==> src/rtl/openframe_gpio_pkg.sv <==
// Shared constants and the event record for the openframe GPIO event reader.
// Latency: n/a (types only).
// Backpressure: n/a (types only).
package openframe_gpio_pkg;

    localparam int NPADS_DEFAULT      = 44;
    localparam int PAD_IDX_W          = 6;
    localparam int FIFO_DEPTH_DEFAULT = 4;

    // One queued level-change event: which pad, and the level it settled to.
    typedef struct packed {
        logic [PAD_IDX_W-1:0] pad;
        logic                 level;
    } evt_t;

endpackage

==> src/rtl/openframe_gpio_evt_fifo.sv <==
// Event queue between the pad priority encoder and the consumer.
// Latency: a pushed event is visible at the head one cycle after the push.
// Backpressure: push accepted when not full, or when full and the head pops in the same cycle.
module openframe_gpio_evt_fifo
    import openframe_gpio_pkg::*;
#(
    parameter int DEPTH = FIFO_DEPTH_DEFAULT
) (
    input  logic clk,
    input  logic resetb,
    input  logic i_push_vld,
    output logic o_push_rdy,
    input  evt_t i_push_dat,
    output logic o_pop_vld,
    input  logic i_pop_rdy,
    output evt_t o_pop_dat
);

    localparam int AW = $clog2(DEPTH);
    localparam int CW = AW + 1;

    evt_t          r_mem [DEPTH];
    logic [AW-1:0] r_wr_ptr;
    logic [AW-1:0] r_rd_ptr;
    logic [CW-1:0] r_count;

    logic w_full;
    logic w_push;
    logic w_pop;

    assign w_full     = (r_count == CW'(DEPTH));
    assign o_pop_vld  = (r_count != '0);
    assign o_push_rdy = !w_full || i_pop_rdy;
    assign w_push     = i_push_vld && o_push_rdy;
    assign w_pop      = o_pop_vld && i_pop_rdy;
    // Head is forced to zero when empty so stale storage never leaks after reset.
    assign o_pop_dat  = o_pop_vld ? r_mem[r_rd_ptr] : '0;

    // Storage write; contents are only observed through the valid-gated head.
    always_ff @(posedge clk) begin
        if (w_push) begin
            r_mem[r_wr_ptr] <= i_push_dat;
        end
    end

    // Pointers wrap naturally at the power-of-two depth; occupancy tracks push/pop.
    always_ff @(posedge clk or negedge resetb) begin
        if (!resetb) begin
            r_wr_ptr <= '0;
            r_rd_ptr <= '0;
            r_count  <= '0;
        end else begin
            if (w_push) begin
                r_wr_ptr <= r_wr_ptr + 1'b1;
            end
            if (w_pop) begin
                r_rd_ptr <= r_rd_ptr + 1'b1;
            end
            case ({w_push, w_pop})
                2'b10:   r_count <= r_count + CW'(1);
                2'b01:   r_count <= r_count - CW'(1);
                default: r_count <= r_count;
            endcase
        end
    end

endmodule

==> src/rtl/openframe_gpio_event_reader.sv <==
// Synchronises and debounces openframe GPIO pads and queues per-pad level-change events.
// Latency: with debounce_div=0, level changes 3 edges after sync1 capture; event valid one edge later.
// Backpressure: full queue holds pending bits; a repeat toggle on a pending pad coalesces and sets overflow.
module openframe_gpio_event_reader
    import openframe_gpio_pkg::*;
#(
    parameter int NPADS      = NPADS_DEFAULT,
    parameter int FIFO_DEPTH = FIFO_DEPTH_DEFAULT
) (
    input  logic                 clk,
    input  logic                 resetb,
    input  logic [NPADS-1:0]     gpio_in,
    input  logic [NPADS-1:0]     pad_en,
    input  logic [7:0]           debounce_div,
    output logic [NPADS-1:0]     level,
    output logic                 evt_valid,
    input  logic                 evt_ready,
    output logic [PAD_IDX_W-1:0] evt_pad,
    output logic                 evt_level,
    output logic                 overflow,
    input  logic                 clear_ovf
);

    logic [NPADS-1:0]     r_sync1;
    logic [NPADS-1:0]     r_sync2;
    logic [NPADS-1:0]     r_samp;
    logic [NPADS-1:0]     r_level;
    logic [NPADS-1:0]     r_pending;
    logic [7:0]           r_presc;
    logic                 r_ovf;

    logic                 w_tick;
    logic [NPADS-1:0]     w_change;
    logic [NPADS-1:0]     w_push_clr;
    logic                 w_coalesce;
    logic                 w_sel_found;
    logic [PAD_IDX_W-1:0] w_sel_idx;
    logic                 w_push_rdy;
    logic                 w_push_fire;
    evt_t                 w_push_dat;
    evt_t                 w_head;

    // Two-flop synchroniser on the raw pad levels.
    always_ff @(posedge clk or negedge resetb) begin
        if (!resetb) begin
            r_sync1 <= '0;
            r_sync2 <= '0;
        end else begin
            r_sync1 <= gpio_in;
            r_sync2 <= r_sync1;
        end
    end

    // Sample-tick prescaler; >= keeps it from running away if the divider shrinks mid-count.
    assign w_tick = (r_presc >= debounce_div);

    always_ff @(posedge clk or negedge resetb) begin
        if (!resetb) begin
            r_presc <= '0;
        end else if (w_tick) begin
            r_presc <= '0;
        end else begin
            r_presc <= r_presc + 8'd1;
        end
    end

    // A pad changes only if enabled and the synchronised value agreed on two consecutive ticks.
    assign w_change = {NPADS{w_tick}} & pad_en & ~(r_sync2 ^ r_samp) & (r_sync2 ^ r_level);

    // Lowest-index pending pad wins the single push slot each cycle.
    always_comb begin
        w_sel_found = 1'b0;
        w_sel_idx   = '0;
        for (int i = 0; i < NPADS; i++) begin
            if (r_pending[i] && !w_sel_found) begin
                w_sel_found = 1'b1;
                w_sel_idx   = PAD_IDX_W'(i);
            end
        end
    end

    assign w_push_fire      = w_sel_found && w_push_rdy;
    assign w_push_clr       = w_push_fire ? (NPADS'(1) << w_sel_idx) : '0;
    assign w_push_dat.pad   = w_sel_idx;
    assign w_push_dat.level = r_level[w_sel_idx];
    // A toggle on a pad whose previous change is still unqueued merges into one event.
    assign w_coalesce       = |(w_change & r_pending & ~w_push_clr);

    // Debounce sample, debounced level and pending-event bookkeeping.
    always_ff @(posedge clk or negedge resetb) begin
        if (!resetb) begin
            r_samp    <= '0;
            r_level   <= '0;
            r_pending <= '0;
        end else begin
            if (w_tick) begin
                r_samp <= r_sync2;
            end
            r_level   <= r_level ^ w_change;
            r_pending <= (r_pending & ~w_push_clr) | w_change;
        end
    end

    // Sticky overflow; a same-cycle clear beats a new coalesce.
    always_ff @(posedge clk or negedge resetb) begin
        if (!resetb) begin
            r_ovf <= 1'b0;
        end else if (clear_ovf) begin
            r_ovf <= 1'b0;
        end else if (w_coalesce) begin
            r_ovf <= 1'b1;
        end
    end

    openframe_gpio_evt_fifo #(
        .DEPTH (FIFO_DEPTH)
    ) u_evt_fifo (
        .clk        (clk),
        .resetb     (resetb),
        .i_push_vld (w_sel_found),
        .o_push_rdy (w_push_rdy),
        .i_push_dat (w_push_dat),
        .o_pop_vld  (evt_valid),
        .i_pop_rdy  (evt_ready),
        .o_pop_dat  (w_head)
    );

    assign level     = r_level;
    assign evt_pad   = w_head.pad;
    assign evt_level = w_head.level;
    assign overflow  = r_ovf;

endmodule

==> config.mk <==
export PLATFORM = sky130hd
export DESIGN_NAME = openframe_gpio_event_reader
export DESIGN_NICKNAME = d
export VERILOG_FILES = /design/src/rtl/openframe_gpio_pkg.sv /design/src/rtl/openframe_gpio_evt_fifo.sv /design/src/rtl/openframe_gpio_event_reader.sv
export SDC_FILE = /design/constraint.sdc
export NUM_CORES = 1
export LEC_CHECK = 0
export ABC_CLOCK_PERIOD_IN_PS = 5000
export CAP_MARGIN = 20
export CELL_PAD_IN_SITES_DETAIL_PLACEMENT = 1
export CELL_PAD_IN_SITES_GLOBAL_PLACEMENT = 1
export CORE_MARGIN = 2
export CORE_UTILIZATION = 46
export DETAILED_ROUTE_END_ITERATION = 16
export DONT_BUFFER_PORTS = 1
export GPL_ROUTABILITY_DRIVEN = 0
export PLACE_DENSITY_LB_ADDON = 0.1
export SLEW_MARGIN = 20
export SYNTH_ARGS = -nofsm -noshare
export SYNTH_HDL_FRONTEND = slang
export SYNTH_HIERARCHICAL = 1
export SYNTH_SLANG_ARGS = --single-unit
==> constraint.sdc <==
create_clock -name clk -period 5 [get_ports clk]
set_input_delay 1 -clock clk [delete_from_list [all_inputs] [get_ports clk]]
set_output_delay 1 -clock clk [all_outputs]
set_load 0.005 [all_outputs]
; ---- Word level (Yosys, flattened, before mapping)
; Memories as Yosys holds them, arrays and structs flattened.
; Cells that the tools add are included.
[word_totals]
reg_bits = 236
ram_bits = 28
in_bits = 100
out_inout_bits = 53
elab_cells = 225
n_memories = 1
[memory_table]
columns = memory, words, word_bits, rd, rd_clocked_by_memory_dff, wr, line
row1 = u_evt_fifo.r_mem, 4, 7, 1, 0, 1, openframe_gpio_evt_fifo.sv:22  ; evt_t r_mem [DEPTH];
[op_classes]
addsub = 5
n_lt_le_gt_ge = 2
eq_ne = 3
shift = 1
mux = 97
n_bitwise = 12
reduce_logical = 94
[ops]
columns = cell, n
row1 = 44-bit bitwise AND, 6
row2 = 6-bit 2-to-1 mux, 42
row3 = 44-bit bitwise XOR, 3
row4 = 44-bit NOT, 2
row5 = 1-bit 2-to-1 mux, 50
row6 = 1-bit logical AND, 45
row7 = 1-bit logical NOT, 44
row8 = 44-bit 2-to-1 mux, 1
row9 = 44-bit bitwise OR, 1
row10 = 44-bit OR reduction, 1
row11 = 1-bit by 6-bit left shift with 44-bit output (first input constant), 1
row12 = 8-bit by 1-bit adder with 8-bit output (second input constant), 1
row13 = 8-bit greater-or-equal comparator, 1
row14 = 8-bit 2-to-1 mux, 1
row15 = 6-bit by 7-bit less-than comparator with 1-bit output (second input constant), 1
row16 = 7-bit 2-to-1 mux, 1
row17 = 1-bit binary-select mux with 6-bit select, 1
row18 = 3-bit one-hot mux with 2 select lines, 1
row19 = 2-bit by 1-bit adder with 2-bit output (second input constant), 2
row20 = 2-bit nonzero test, 2
row21 = 3-bit by 1-bit adder with 3-bit output (second input constant), 1
row22 = 3-bit == test (second input constant), 1
row23 = 3-bit nonzero test, 1
row24 = 3-bit by 1-bit subtractor with 3-bit output (second input constant), 1
row25 = 3 further kinds, 3

; ---- Longest topological paths before layout
; Gate-level depths: netlist of run 1.
[logic_depth]
depth_word = 137
mapped_depth = 13
mapped_depth_nobuf = 12

; ---- Hierarchy
; The synthesis of run 1 kept the hierarchy.
[by_module_without_submodules]
columns = mod, instances, cells_each, area_each_um2
row1 = openframe_gpio_event_reader, 1, 1132, 10979.3
row2 = openframe_gpio_evt_fifo, 1, 84, 1488.9

; ---- Worst setup path after synthesis of run 1
; No wires, ideal clock.
[synth_path]
path_kind = input-to-reg
from = input port debounce_div[0]
to = register r_samp[10]
setup_ns = 0.125
t_arrival_ns = 3.236
slack_ns = 1.639
path_stages = 9
cell_sequence = ha_1 -> nand2b_1 -> a211o_1 -> o211ai_1 -> a31oi_1 -> clkbuf_1 -> clkbuf_1 -> clkbuf_1 -> mux2_2
[synth_between]
elab_chain_len = 1
[synth_lines]
columns = item, line
row1 = "start, declared", openframe_gpio_event_reader.sv:14  ; input logic [7:0] debounce_div,
row2 = 8-bit greater-or-equal comparator, openframe_gpio_event_reader.sv:55  ; assign w_tick = (r_presc >= debounce_div);
row3 = "end signal, assigned", openframe_gpio_event_reader.sv:97  ; r_samp <= r_sync2;
row4 = "end, declared", openframe_gpio_event_reader.sv:26  ; logic [NPADS-1:0] r_samp;
; No other way between the ends.
; A chain may end at the register's enable or synchronous reset.

; ---- Final worst setup path of run 1
[layout_path]
from = register r_pending[22]
to = register r_ovf (netlist: overflow)
[layout_between]
elab_chain_len = 71
word_cells_on_any_way = 95
classes_between = 1 x shift / 45 x mux / 3 x bitwise / 46 x reduce/logical
[layout_lines]
columns = item, line
row1 = "start, declared", openframe_gpio_event_reader.sv:28  ; logic [NPADS-1:0] r_pending;
row2 = "start signal, assigned", openframe_gpio_event_reader.sv:100  ; r_pending <= (r_pending & ~w_push_clr) | w_change;
row3 = 1-bit logical AND, openframe_gpio_event_reader.sv:75  ; if (r_pending[i] && !w_sel_found) begin
row4 = 1-bit 2-to-1 mux, openframe_gpio_event_reader.sv:75
row5 = 1-bit logical NOT, openframe_gpio_event_reader.sv:75
row6 = 1-bit logical AND, openframe_gpio_event_reader.sv:75
row7 = 1-bit 2-to-1 mux, openframe_gpio_event_reader.sv:75
row8 = 1-bit logical NOT, openframe_gpio_event_reader.sv:75
row9 = 1-bit logical AND, openframe_gpio_event_reader.sv:75
row10 = 1-bit 2-to-1 mux, openframe_gpio_event_reader.sv:75
row11 = [55 not listed], --
row12 = 1-bit logical AND, openframe_gpio_event_reader.sv:75
row13 = 6-bit 2-to-1 mux or 1-bit 2-to-1 mux (tied branches), openframe_gpio_event_reader.sv:75
row14 = 1-bit by 6-bit left shift with 44-bit output or 1-bit logical AND (tied branches), "openframe_gpio_event_reader.sv:83, openframe_gpio_event_reader.sv:82"
row15 = 44-bit 2-to-1 mux, openframe_gpio_event_reader.sv:83  ; assign w_push_clr = w_push_fire ? (NPADS'(1) << w_sel_idx) : '0;
row16 = 44-bit NOT, openframe_gpio_event_reader.sv:87  ; assign w_coalesce = |(w_change & r_pending & ~w_push_clr);
row17 = 44-bit bitwise AND *, openframe_gpio_event_reader.sv:87
row18 = 44-bit OR reduction *, openframe_gpio_event_reader.sv:87
row19 = 2-bit nonzero test (no source line) *, --
row20 = "end signal, assigned", openframe_gpio_event_reader.sv:107  ; r_ovf <= 1'b0;
row21 = "end signal, assigned", openframe_gpio_event_reader.sv:109  ; r_ovf <= 1'b0;
row22 = "end signal, assigned", openframe_gpio_event_reader.sv:111  ; r_ovf <= 1'b1;
row23 = "end, declared", openframe_gpio_event_reader.sv:30  ; logic r_ovf;
; Mark *: on every way between the ends. The rest lies on a longest branch, timed or not.

==> run metrics, run 1 <==
Routed WL=36200 µm; RSZ-0062 raised after global routing=no; Num CTS Buffers=29; Syn. warnings=6; Worst Path Arrival=4800 ps; slew margin rel.=0.336; CP max-delay cell=nor4_2; post-synthesis simple-gate area fraction=0.205; Seq cells post-synth=264; Hold Crit Class=primary input to asynchronous set/reset pin; CTS resizes=0; GRT Total Usage=0.258; Worst VDD drop=0.000501 V; R2R Setup Slk=610 ps; number of synthesized flops with an enable pin=28; drt pass-1 iters=6; fraction of registers with async set/reset=0.894; Port Buffers=0; max-cap viol count=0; most frequent cell after synthesis=dfrtp_1; largest family of logic cells by synthesized area=simple AND/OR/NAND/NOR gates; GR Overflow Total=0; Cell Area, Synth=0.0125 mm²; Slew @ Worst Pin=996 ps; DP HPWL=26200 µm; top-area cell type share of the netlist area=0.474; vias in the first global route=10.2k; Post-Synth XOR/XNOR Area=0.00903; DR DRC count=0; required time of the worst setup path=5410 ps; dominant cell type by area after synthesis=dfrtp_1; Tot Pwr=0.0105 W; Die Y=169 µm; complex-gate fraction of the synthesized area=0.156; crit path cell chain=nor4_2, nand3_1, a211oi_1, nor4_2, and2_1, inv_2, nand2_2, o311ai_0, o2111ai_1, nor4_1, a41oi_1; clock sinks=264; Layout Cells excl Fill=1589; critical path endpoint category=register; Yosys cell types=88; Syn Nets=1331; Synth Flop Type=dfrtp_1; Final Critical Period=4390 ps; clk slew on worst S/H paths=60 ps; # IOs=153; top achievable clock speed=228 MHz; Synth Area in Adders=0.0157; TNS Setup=0 ps; Clock Tree Buf Depth=3; # hold bufs at CTS=0; Area contributors post-synth=dfrtp_1 (47%), edfxtp_1 (6.7%), nand2_1 (4.9%); routed vias/inst=6.21; synth-to-layout area growth=10.6%; CP Max Fanout=14; initial core utilization=0.465; DRT iter0 DRCs=823; die area=0.0284 mm²; period utilization=0.878; Hold Violations, Final=0; dpl cells=1537; Die W=169 µm; first-pass GRT wire length=57400 µm; share of layout cells above drive strength 1=0.111; post-synthesis mux area share=0.0501; Slew Viols, Final=0; status=finished clean; post-synthesis instance total=1216; largest net degree at the start of global routing=237; most frequent cells after synthesis=dfrtp_1 (236), nand2_1 (163), nor2_1 (133), o21ai_0 (78), a21oi_1 (61); initial antenna violation count=0; Seq/Total Area, Yosys=0.541; clock root cell=clkbuf_16; Startpoint Class=register; Rows=60; Final Setup Violations=0; Core Util, Final=0.515; n_diodes=0; worst clock skew=23.4 ps; drt wl/cell=22.8 µm; CP dominant cell by count=nor4_2; Vias=9865; Leak=5.67 nW; CTS HTree Levels=1; CTS tree=yes; Post-CTS Setup Bufs=0; pwr dens=762 mW/mm²; Worst-Skew Late Latency=560 ps; Worst path max stage delay=570 ps; Worst R2R Path Depth=11; syn avg cell area=10.3 µm²; Setup CP Type=register to register; post-route ant nets=0; Core Area=0.0268 mm²; NumNets Final=1342
==> cells by family after synthesis <==
| group | count (synthesis) |
|---|---|
| simple gates | 503 |
| fa+ha+maj | 15 |
| compound gates | 301 |
| xor+xnor | 12 |
| buf+inv | 72 |
| flops | 264 |
| mux | 49 |
==> final timing paths <==
path | start | endpoint
min reg2reg | r_sync1[17] | r_sync2[17]
max reg2reg | r_pending[22] | overflow
min | resetb | r_sync1[27]
max in group asynchronous | resetb | r_pending[31]
max | r_pending[22] | overflow
min in group clk | r_sync1[17] | r_sync2[17]
==> cell usage in the layout, fill, tap and decap left out, types with 4 or more instances in the layout <==
| master | synthesis | final |
|---|---|---|
| and2_1 | 10 | 10 |
| xor2_1 | 8 | 8 |
| nor4_2 | 8 | 8 |
| and3_1 | 29 | 29 |
| clkinv_2 | 0 | 7 |
| o31ai_1 | 7 | 7 |
| a311oi_1 | 4 | 4 |
| buf_4 | 1 | 13 |
| dfrtp_1 | 236 | 236 |
| a21oi_1 | 61 | 61 |
| nand2_1 | 163 | 163 |
| o21ai_0 | 78 | 78 |
| or2_2 | 4 | 4 |
| o211ai_1 | 8 | 8 |
| o2111ai_1 | 4 | 4 |
| nor4_1 | 9 | 9 |
| nor2_1 | 133 | 133 |
| nand4_1 | 14 | 14 |
| mux4_2 | 7 | 7 |
| clkbuf_8 | 0 | 4 |
| clkbuf_16 | 0 | 29 |
| a2111oi_0 | 4 | 4 |
| a32o_1 | 19 | 19 |
| inv_1 | 35 | 35 |
| or4_1 | 5 | 5 |
| ha_1 | 14 | 14 |
| edfxtp_1 | 28 | 28 |
| nor3_1 | 10 | 10 |
| a211oi_1 | 5 | 5 |
| a31oi_1 | 55 | 54 |
| mux2_2 | 37 | 37 |
| nand3b_1 | 37 | 37 |
| mux2i_1 | 5 | 5 |
| nor2b_1 | 8 | 7 |
| nand3_1 | 31 | 31 |
| nand2b_1 | 14 | 14 |
| clkbuf_1 | 25 | 7 |
| a21o_1 | 8 | 8 |
| o22ai_1 | 10 | 10 |
==> per-layer routing <==
layer | vias up | global-route usage | wire, µm
met5 | - | 0 | 0
met4 | 0 | 0.0851 | 1200
met3 | 84 | 0.0540 | 2560
met2 | 326 | 0.428 | 17100
met1 | 4974 | 0.340 | 15300
li1 | 4481 | - | -
==> report_power, final <==
| group | switching [W] | leakage [nW] | total (W) | internal [W] |
|---|---|---|---|---|
| Sequential | 0.000646 | 3.18 | 0.00355 | 0.00291 |
| Combinational | 0.00324 | 2.04 | 0.00493 | 0.00168 |
| Clock | 0.000856 | 0.444 | 0.00203 | 0.00117 |
| Total | 0.00474 | 5.67 | 0.0105 | 0.00576 |
==> final cells by class <==
cell class	count	area, µm²
clock inverter	12	88.8
fill	2913	13000
timing repair buffer	15	138
tap	341	427
inverter	37	144
sequential	264	6750
multi-input combinational	880	5440
clock buffer	40	807
==> critical path, delay by kind of cell, from the launching register on <==
kind,cells,cell delay [ps]
compound gates,4,1380
simple gates,6,2070
buf+inv,1,340
flops,1,440
==> per-stage QoR <==
stage          instance area (µm²)  hold WS (ps)  worst slack [ps]
2_1_floorplan                12500           331              1640
3_3_place_gp                 12900           332               886
3_5_place_dp                 12900           336               801
4_1_cts                      13800           134               783
5_1_grt                      13800           132               408
6_report                     13800           153               609
Note: power is estimated with default switching activity, not from simulation.
==> inputs of run 2 (changes only) <==
--- a/config.mk
+++ b/config.mk
@@ -5,15 +5,16 @@
 export SDC_FILE = /design/constraint.sdc
 export NUM_CORES = 1
 export LEC_CHECK = 0
-export ABC_CLOCK_PERIOD_IN_PS = 5000
+export ABC_CLOCK_PERIOD_IN_PS = 5650
 export CAP_MARGIN = 20
 export CELL_PAD_IN_SITES_DETAIL_PLACEMENT = 1
 export CELL_PAD_IN_SITES_GLOBAL_PLACEMENT = 1
-export CORE_MARGIN = 2
+export CORE_MARGIN = 4
 export CORE_UTILIZATION = 46
 export DETAILED_ROUTE_END_ITERATION = 16
 export DONT_BUFFER_PORTS = 1
 export GPL_ROUTABILITY_DRIVEN = 0
+export MAX_ROUTING_LAYER = met4
 export PLACE_DENSITY_LB_ADDON = 0.1
 export SLEW_MARGIN = 20
 export SYNTH_ARGS = -nofsm -noshare
==> constraint.sdc (replaced) <==
create_clock -name clk -period 5.65 [get_ports clk]
set_input_delay 1.13 -clock clk [delete_from_list [all_inputs] [get_ports clk]]
set_output_delay 1.13 -clock clk [all_outputs]
set_load 0.005 [all_outputs]
==> run metrics, run 2 (synthesized netlist as in run 1, its figures left out) <==
fillers=2840 (-2.5%); CTS tree=yes; top achievable clock speed=241 MHz (+5.9%); Worst-Skew Late Latency=560 ps (about the same); drt pass-1 iters=5 (-1); Worst Path Arrival=4510 ps (-290 ps); GRT Total Usage=0.252 (-0.00580); CTS HTree Levels=1 (unchanged); CP max-delay cell=nor4_1; Slew @ Worst Pin=1030 ps (+38.0 ps); status=finished clean; # IOs=153 (unchanged); post-route ant nets=0 (unchanged); NumNets Final=1338 (-0.30%); DRT iter0 DRCs=773 (-6.1%); buffer and inverter count on the worst path=2 (+1); clock root cell=clkbuf_16; critical path endpoint category=register; Num CTS Buffers=29 (unchanged); vias in the first global route=10.2k (-0.029%); required time of the worst setup path=6010 ps (+600 ps); Startpoint Class=register; synth-to-layout area growth=11.7%; CP Max Fanout=12 (-2); TNS Setup=0 ps (unchanged); Core Area=0.0264 mm² (-1.7%); Slew Viols, Final=0 (unchanged); Clock Tree Buf Depth=3 (unchanged); commonest non-fill, non-tap cells in the layout=dfrtp_1 (236), nand2_1 (163), nor2_1 (133); drt wl/cell=23.4 µm (+2.7%); clock sinks=264 (unchanged); max-cap viol count=0 (unchanged); critical register-to-register path startpoint=r_pending[8]; # hold bufs at CTS=0 (unchanged); Post-CTS Setup Bufs=0 (unchanged); GR Overflow Total=0 (unchanged); slew margin rel.=0.309 (-0.0267); Worst VDD drop=0.000369 V (-26%); pwr dens=688 mW/mm² (-9.7%); Setup CP Type=register to register; Hold Violations, Final=0 (unchanged); DR DRC count=0 (unchanged); Worst R2R Path Depth=12 (+1); first-pass GRT wire length=58600 µm (+2.1%); Routed WL=37000 µm (+2.2%); largest net degree at the start of global routing=237 (unchanged); worst r2r dst=u_evt_fifo/r_mem[0][0]; Worst path max stage delay=510 ps (-60 ps); final hold slack=280 ps (+128 ps); share of layout cells above drive strength 1=0.114 (+0.00259); initial core utilization=0.473 (+0.00789); crit path cell chain=nor4_1, nand4_2, nor4_1, a311oi_1, and2_1, buf_4, nor2_2, buf_4, o2bb2ai_1, o221ai_1, a311oi_1, or3_1; Port Buffers=0 (unchanged); Core Util, Final=0.529 (+0.0139); Final Critical Period=4150 ps (-243 ps); die area=0.0298 mm² (+4.8%); Rows=59 (-1.7%); worst clock skew=24.1 ps (+0.730 ps); DP HPWL=26800 µm (+2.4%); Leak=5.72 nW (+1.0%); clk slew on worst S/H paths=70 ps (about the same); initial antenna violation count=1 (+1); Die W=173 µm (+2.4%); CTS resizes=0 (unchanged); routed vias/inst=6.22 (+0.22%); CP delay by family, top=simple AND/OR/NAND/NOR gates; Final Setup Violations=0 (unchanged); Die Y=173 µm (+2.4%); Vias=9843 (-0.22%); most common cell after layout, fill and taps aside=dfrtp_1; period utilization=0.734 (-0.144); R2R Setup Slk=1500 ps (+890 ps); Tot Pwr=0.00958 W (-8.8%); RSZ-0062 raised after global routing=no; Hold Crit Class=primary input to asynchronous set/reset pin
run 2: worst max path at each step:
stage | from | end | cells after the start
after floorplan | debounce_div[0] | r_samp[10] | 9
after global placement | debounce_div[5] | overflow | 13
after detailed placement | debounce_div[5] | overflow | 12
after CTS | r_pending[22] | overflow | 10
after global routing | r_pending[26] | overflow | 10
final | r_pending[8] | u_evt_fifo/r_mem[0][0] | 12
run 2: power by group:
group / leakage (nW) / switching (W) / total, W / internal (W)
Combinational: 2.02 / 0.00286 / 0.00429 / 0.00142
Sequential: 3.18 / 0.000590 / 0.00316 / 0.00257
Clock: 0.525 / 0.000795 / 0.00213 / 0.00134
Total: 5.72 / 0.00425 / 0.00958 / 0.00533
run 2: per-layer routing:
| metal | GRT usage | wire length [µm] |
|---|---|---|
| met2 | 0.408 | 17600 |
| met4 | 0.0772 | 1320 |
| met3 | 0.0624 | 2730 |
| met1 | 0.316 | 15400 |
| met5 | - | 0 |
run 2: area by class of cell:
cell class	instances	area, µm²	area share
flip-flops and latches	264	6750	0.484
multi-input cells	880	5440	0.391
clock buffers	34	764	0.0549
well taps	335	419	0.0301
clock inverters	20	319	0.0229
inverters	37	144	0.0103
repair buffers	11	95.1	0.00683
diodes	1	2.50	0.000180
run 2: worst register-to-register path: stages, from the launching register on:
cell and delay, ps:
dfrtp_1 460, nor4_1 500, nand4_2 370, nor4_1 510, a311oi_1 110, and2_1 310
buf_4 250, nor2_2 320, buf_4 260, o2bb2ai_1 150, o221ai_1 160, a311oi_1 280
or3_1 290
run 2: stage by stage:
| step | area [µm²] | cells | worst slack, ps |
|---|---|---|---|
| floorplan | 12500 | 1216 | 2160 |
| global placement | 12800 | 1527 | 1390 |
| detailed placement | 12800 | 1527 | 1270 |
| CTS | 13900 | 1581 | 1560 |
| global route | 13900 | 1582 | 1170 |
| finish | 13900 | 1582 | 1500 |
==> inputs of run 3 (changes only) <==
--- a/config.mk
+++ b/config.mk
@@ -5,12 +5,13 @@
 export SDC_FILE = /design/constraint.sdc
 export NUM_CORES = 1
 export LEC_CHECK = 0
-export ABC_CLOCK_PERIOD_IN_PS = 5650
+export ABC_AREA = 1
+export ABC_CLOCK_PERIOD_IN_PS = 3600
 export CAP_MARGIN = 20
 export CELL_PAD_IN_SITES_DETAIL_PLACEMENT = 1
 export CELL_PAD_IN_SITES_GLOBAL_PLACEMENT = 1
 export CORE_MARGIN = 4
-export CORE_UTILIZATION = 46
+export CORE_UTILIZATION = 43
 export DETAILED_ROUTE_END_ITERATION = 16
 export DONT_BUFFER_PORTS = 1
 export GPL_ROUTABILITY_DRIVEN = 0
==> constraint.sdc (replaced) <==
create_clock -name clk -period 3.6 [get_ports clk]
set_input_delay 0.72 -clock clk [delete_from_list [all_inputs] [get_ports clk]]
set_output_delay 0.72 -clock clk [all_outputs]
set_load 0.005 [all_outputs]
==> run metrics, run 3 <==
Register Area=0.00675 mm² (unchanged); met2 routed WL=18900 µm (+7.5%); Top Metal Used=met4; Core Area=0.0286 mm² (+8.6%); final hold slack=-132 ps (-412 ps); Area contributors post-synth=dfrtp_1 (47%), nand2_1 (9.4%), edfxtp_1 (6.7%); routed vias/inst=5.22 (-16%); critical register-to-register path startpoint=r_pending[3]; pwr dens=1000 mW/mm² (+46%); TNS Setup=-68300 ps (-68300 ps); post-synthesis instance total=1465 (+20%); most frequent cells after synthesis=nand2_1 (313), dfrtp_1 (236), inv_1 (205), a21oi_1 (147), nor2_1 (144); Multi-input gate area=0.00533 mm² (-2.0%); Syn Nets=1580 (+19%); GRT Total Usage=0.246 (-0.00588); Final Setup Violations=106 (+106); drt wl/cell=18.7 µm (-20%); Rows=62 (+5.1%); CP max-delay cell=dfrtp_1; Worst VDD drop=0.000592 V (+61%); Tot Pwr=0.0162 W (+69%); RSZ-0062 raised after global routing=yes; worst setup margin=-1420 ps (-2920 ps); Core Util, Final=0.563 (+0.0341); Cell Area, Synth=0.0125 mm² (about the same); CTS tree=yes; Seq/Total Area, Yosys=0.541 (about the same); Slew @ Worst Pin=995 ps (-39.1 ps); Leak=7.82 nW (+37%); Hold Crit Class=primary input to asynchronous set/reset pin; status=finished, violations left; GR Overflow Total=0 (unchanged); synth-to-layout area growth=29.2%; required time of the worst setup path=3880 ps (-2130 ps); # IOs=153 (unchanged); Syn. warnings=6 (unchanged); Worst-Skew Late Latency=570 ps (about the same); CTS HTree Levels=1 (unchanged); DRT iter0 DRCs=543 (-30%); syn avg cell area=8.51 µm² (-17%); dominant cell type by area after synthesis=dfrtp_1; NumNets Final=1796 (+34%); fraction of registers with async set/reset=0.894 (unchanged); clock sinks=264 (unchanged); Final Critical Period=5020 ps (+867 ps); Seq cells post-synth=264 (unchanged); met1 WL=16400 µm (+6.7%); Synth Flop Type=dfrtp_1; Worst Path Arrival=5300 ps (+790 ps); initial antenna violation count=5 (+4); max-cap viol count=0 (unchanged); commonest non-fill, non-tap cells in the layout=nand2_1 (277), dfrtp_1 (236), inv_1 (200); post-route ant nets=0 (unchanged); worst r2r dst=u_evt_fifo/r_mem[0][0]; Port Buffers=0 (unchanged); clock root cell=clkbuf_16; period utilization=1.39 (+0.659); share of layout cells above drive strength 1=0.240 (+0.126); worst clock skew=30.9 ps (+6.85 ps); Yosys cell types=40 (-55%); fillers=3351 (+18%); Vias=10.9k (+11%); Setup CP Type=register to register; failing checks=hold timing, setup timing; Die W=178 µm (+3.3%); critical path endpoint category=register; most common cell after layout, fill and taps aside=nand2_1; drt pass-1 iters=5 (unchanged); Num CTS Buffers=30 (+3.4%); DP HPWL=25500 µm (-5.1%); top achievable clock speed=199 MHz (-17%); Clock Tree Buf Depth=3 (unchanged); top-area cell type share of the netlist area=0.474 (about the same); vias in the first global route=11.4k (+12%); Worst path max stage delay=400 ps (-110 ps); Layout Cells excl Fill=2093 (+32%); clk slew on worst S/H paths=70 ps (about the same); Die Y=178 µm (+3.3%); WL met3=2360 µm (-14%); Startpoint Class=register; R2R Setup Slk=-1420 ps (-2920 ps); dpl cells=1938 (+27%); Worst R2R Path Depth=30 (+18); most frequent cell after synthesis=nand2_1; Hold Violations, Final=79 (+79); initial core utilization=0.435 (-0.0376); CP Max Fanout=7 (-5); die area=0.0318 mm² (+6.6%); number of synthesized flops with an enable pin=28 (unchanged); DR DRC count=0 (unchanged); first-pass GRT wire length=60600 µm (+3.4%); slew margin rel.=0.337 (+0.0275); CP dominant cell by count=nor2_2; largest net degree at the start of global routing=237 (unchanged); Routed WL=39100 µm (+5.5%); Slew Viols, Final=0 (unchanged)
## run 3: cell types whose count changed after synthesis, moves of 27 or more
| cell | delta |
|---|---|
| a21oi_1 | +86 |
| a31oi_1 | -50 |
| and3_1 | -27 |
| inv_1 | +170 |
| mux2_2 | -37 |
| nand2_1 | +150 |
| nand3_1 | +48 |
| nand3b_1 | -36 |
## run 3: layer usage
metal | up-vias | track usage
met5 | - | -
met4 | 0 | 0.0720
met3 | 87 | 0.0583
li1 | 5201 | -
met1 | 5391 | 0.305
met2 | 251 | 0.405
## run 3: layout make-up
cell class / count / area share
clock buffers: 38 / 0.0503
multi-input cells: 970 / 0.331
diodes: 5 / 0.000777
clock inverters: 17 / 0.00909
repair buffers: 204 / 0.107
flip-flops and latches: 264 / 0.419
well taps: 384 / 0.0298
inverters: 208 / 0.0496
repair inverters: 3 / 0.00326
## run 3: kinds of logic after synthesis
family          synth area share
buf+inv                   0.0743
flops                      0.541
compound gates             0.124
simple gates               0.239
xor+xnor                 0.00632
fa+ha+maj                 0.0157
## run 3: how the worst max path moves through the flow
stage	from	to	slack (ps)	depth (start not counted)
after CTS	r_pending[1]	u_evt_fifo/r_mem[0][0]	-750	32
after floorplan	r_pending[2]	u_evt_fifo/r_count[2]	-290	30
after global routing	r_pending[3]	u_evt_fifo/r_mem[2][0]	-1770	30
after detailed placement	r_pending[1]	u_evt_fifo/r_mem[2][0]	-750	32
final	r_pending[3]	u_evt_fifo/r_mem[0][0]	-1420	30
after global placement	r_pending[2]	u_evt_fifo/r_mem[0][0]	-570	28
## run 3: stage by stage
stage / instance area [µm²] / hold slack [ps] / setup slack, ps
floorplan: 12500 / 331 / -290
detailed placement: 13700 / 336 / -751
global placement: 13700 / 332 / -571
global route: 16100 / -163 / -1770
finish: 16100 / -132 / -1420
CTS: 15800 / -168 / -748
## run 3: repair_timing
action | CTS | global route
buffers inserted | 71 | 29
endpoints found under the hold margin | 236 | 236
gates resized for setup | 149 | 34
setup endpoints to repair | 102 | 106
cloned | 4 | 0
pin swaps | 20 | 41
## run 3: critical path, delay by kind of cell, from the launching register on
kind             cells  cell delay (ps)
flip-flops           1              400
AND/OR/NAND/NOR     30             4300
## run 3: report_power, final
group	leakage, nW	internal, W	switching (W)
sequential	3.09	0.00421	0.00105
clock	0.480	0.00173	0.00122
combinational	4.25	0.00351	0.00445
total	7.82	0.00945	0.00671
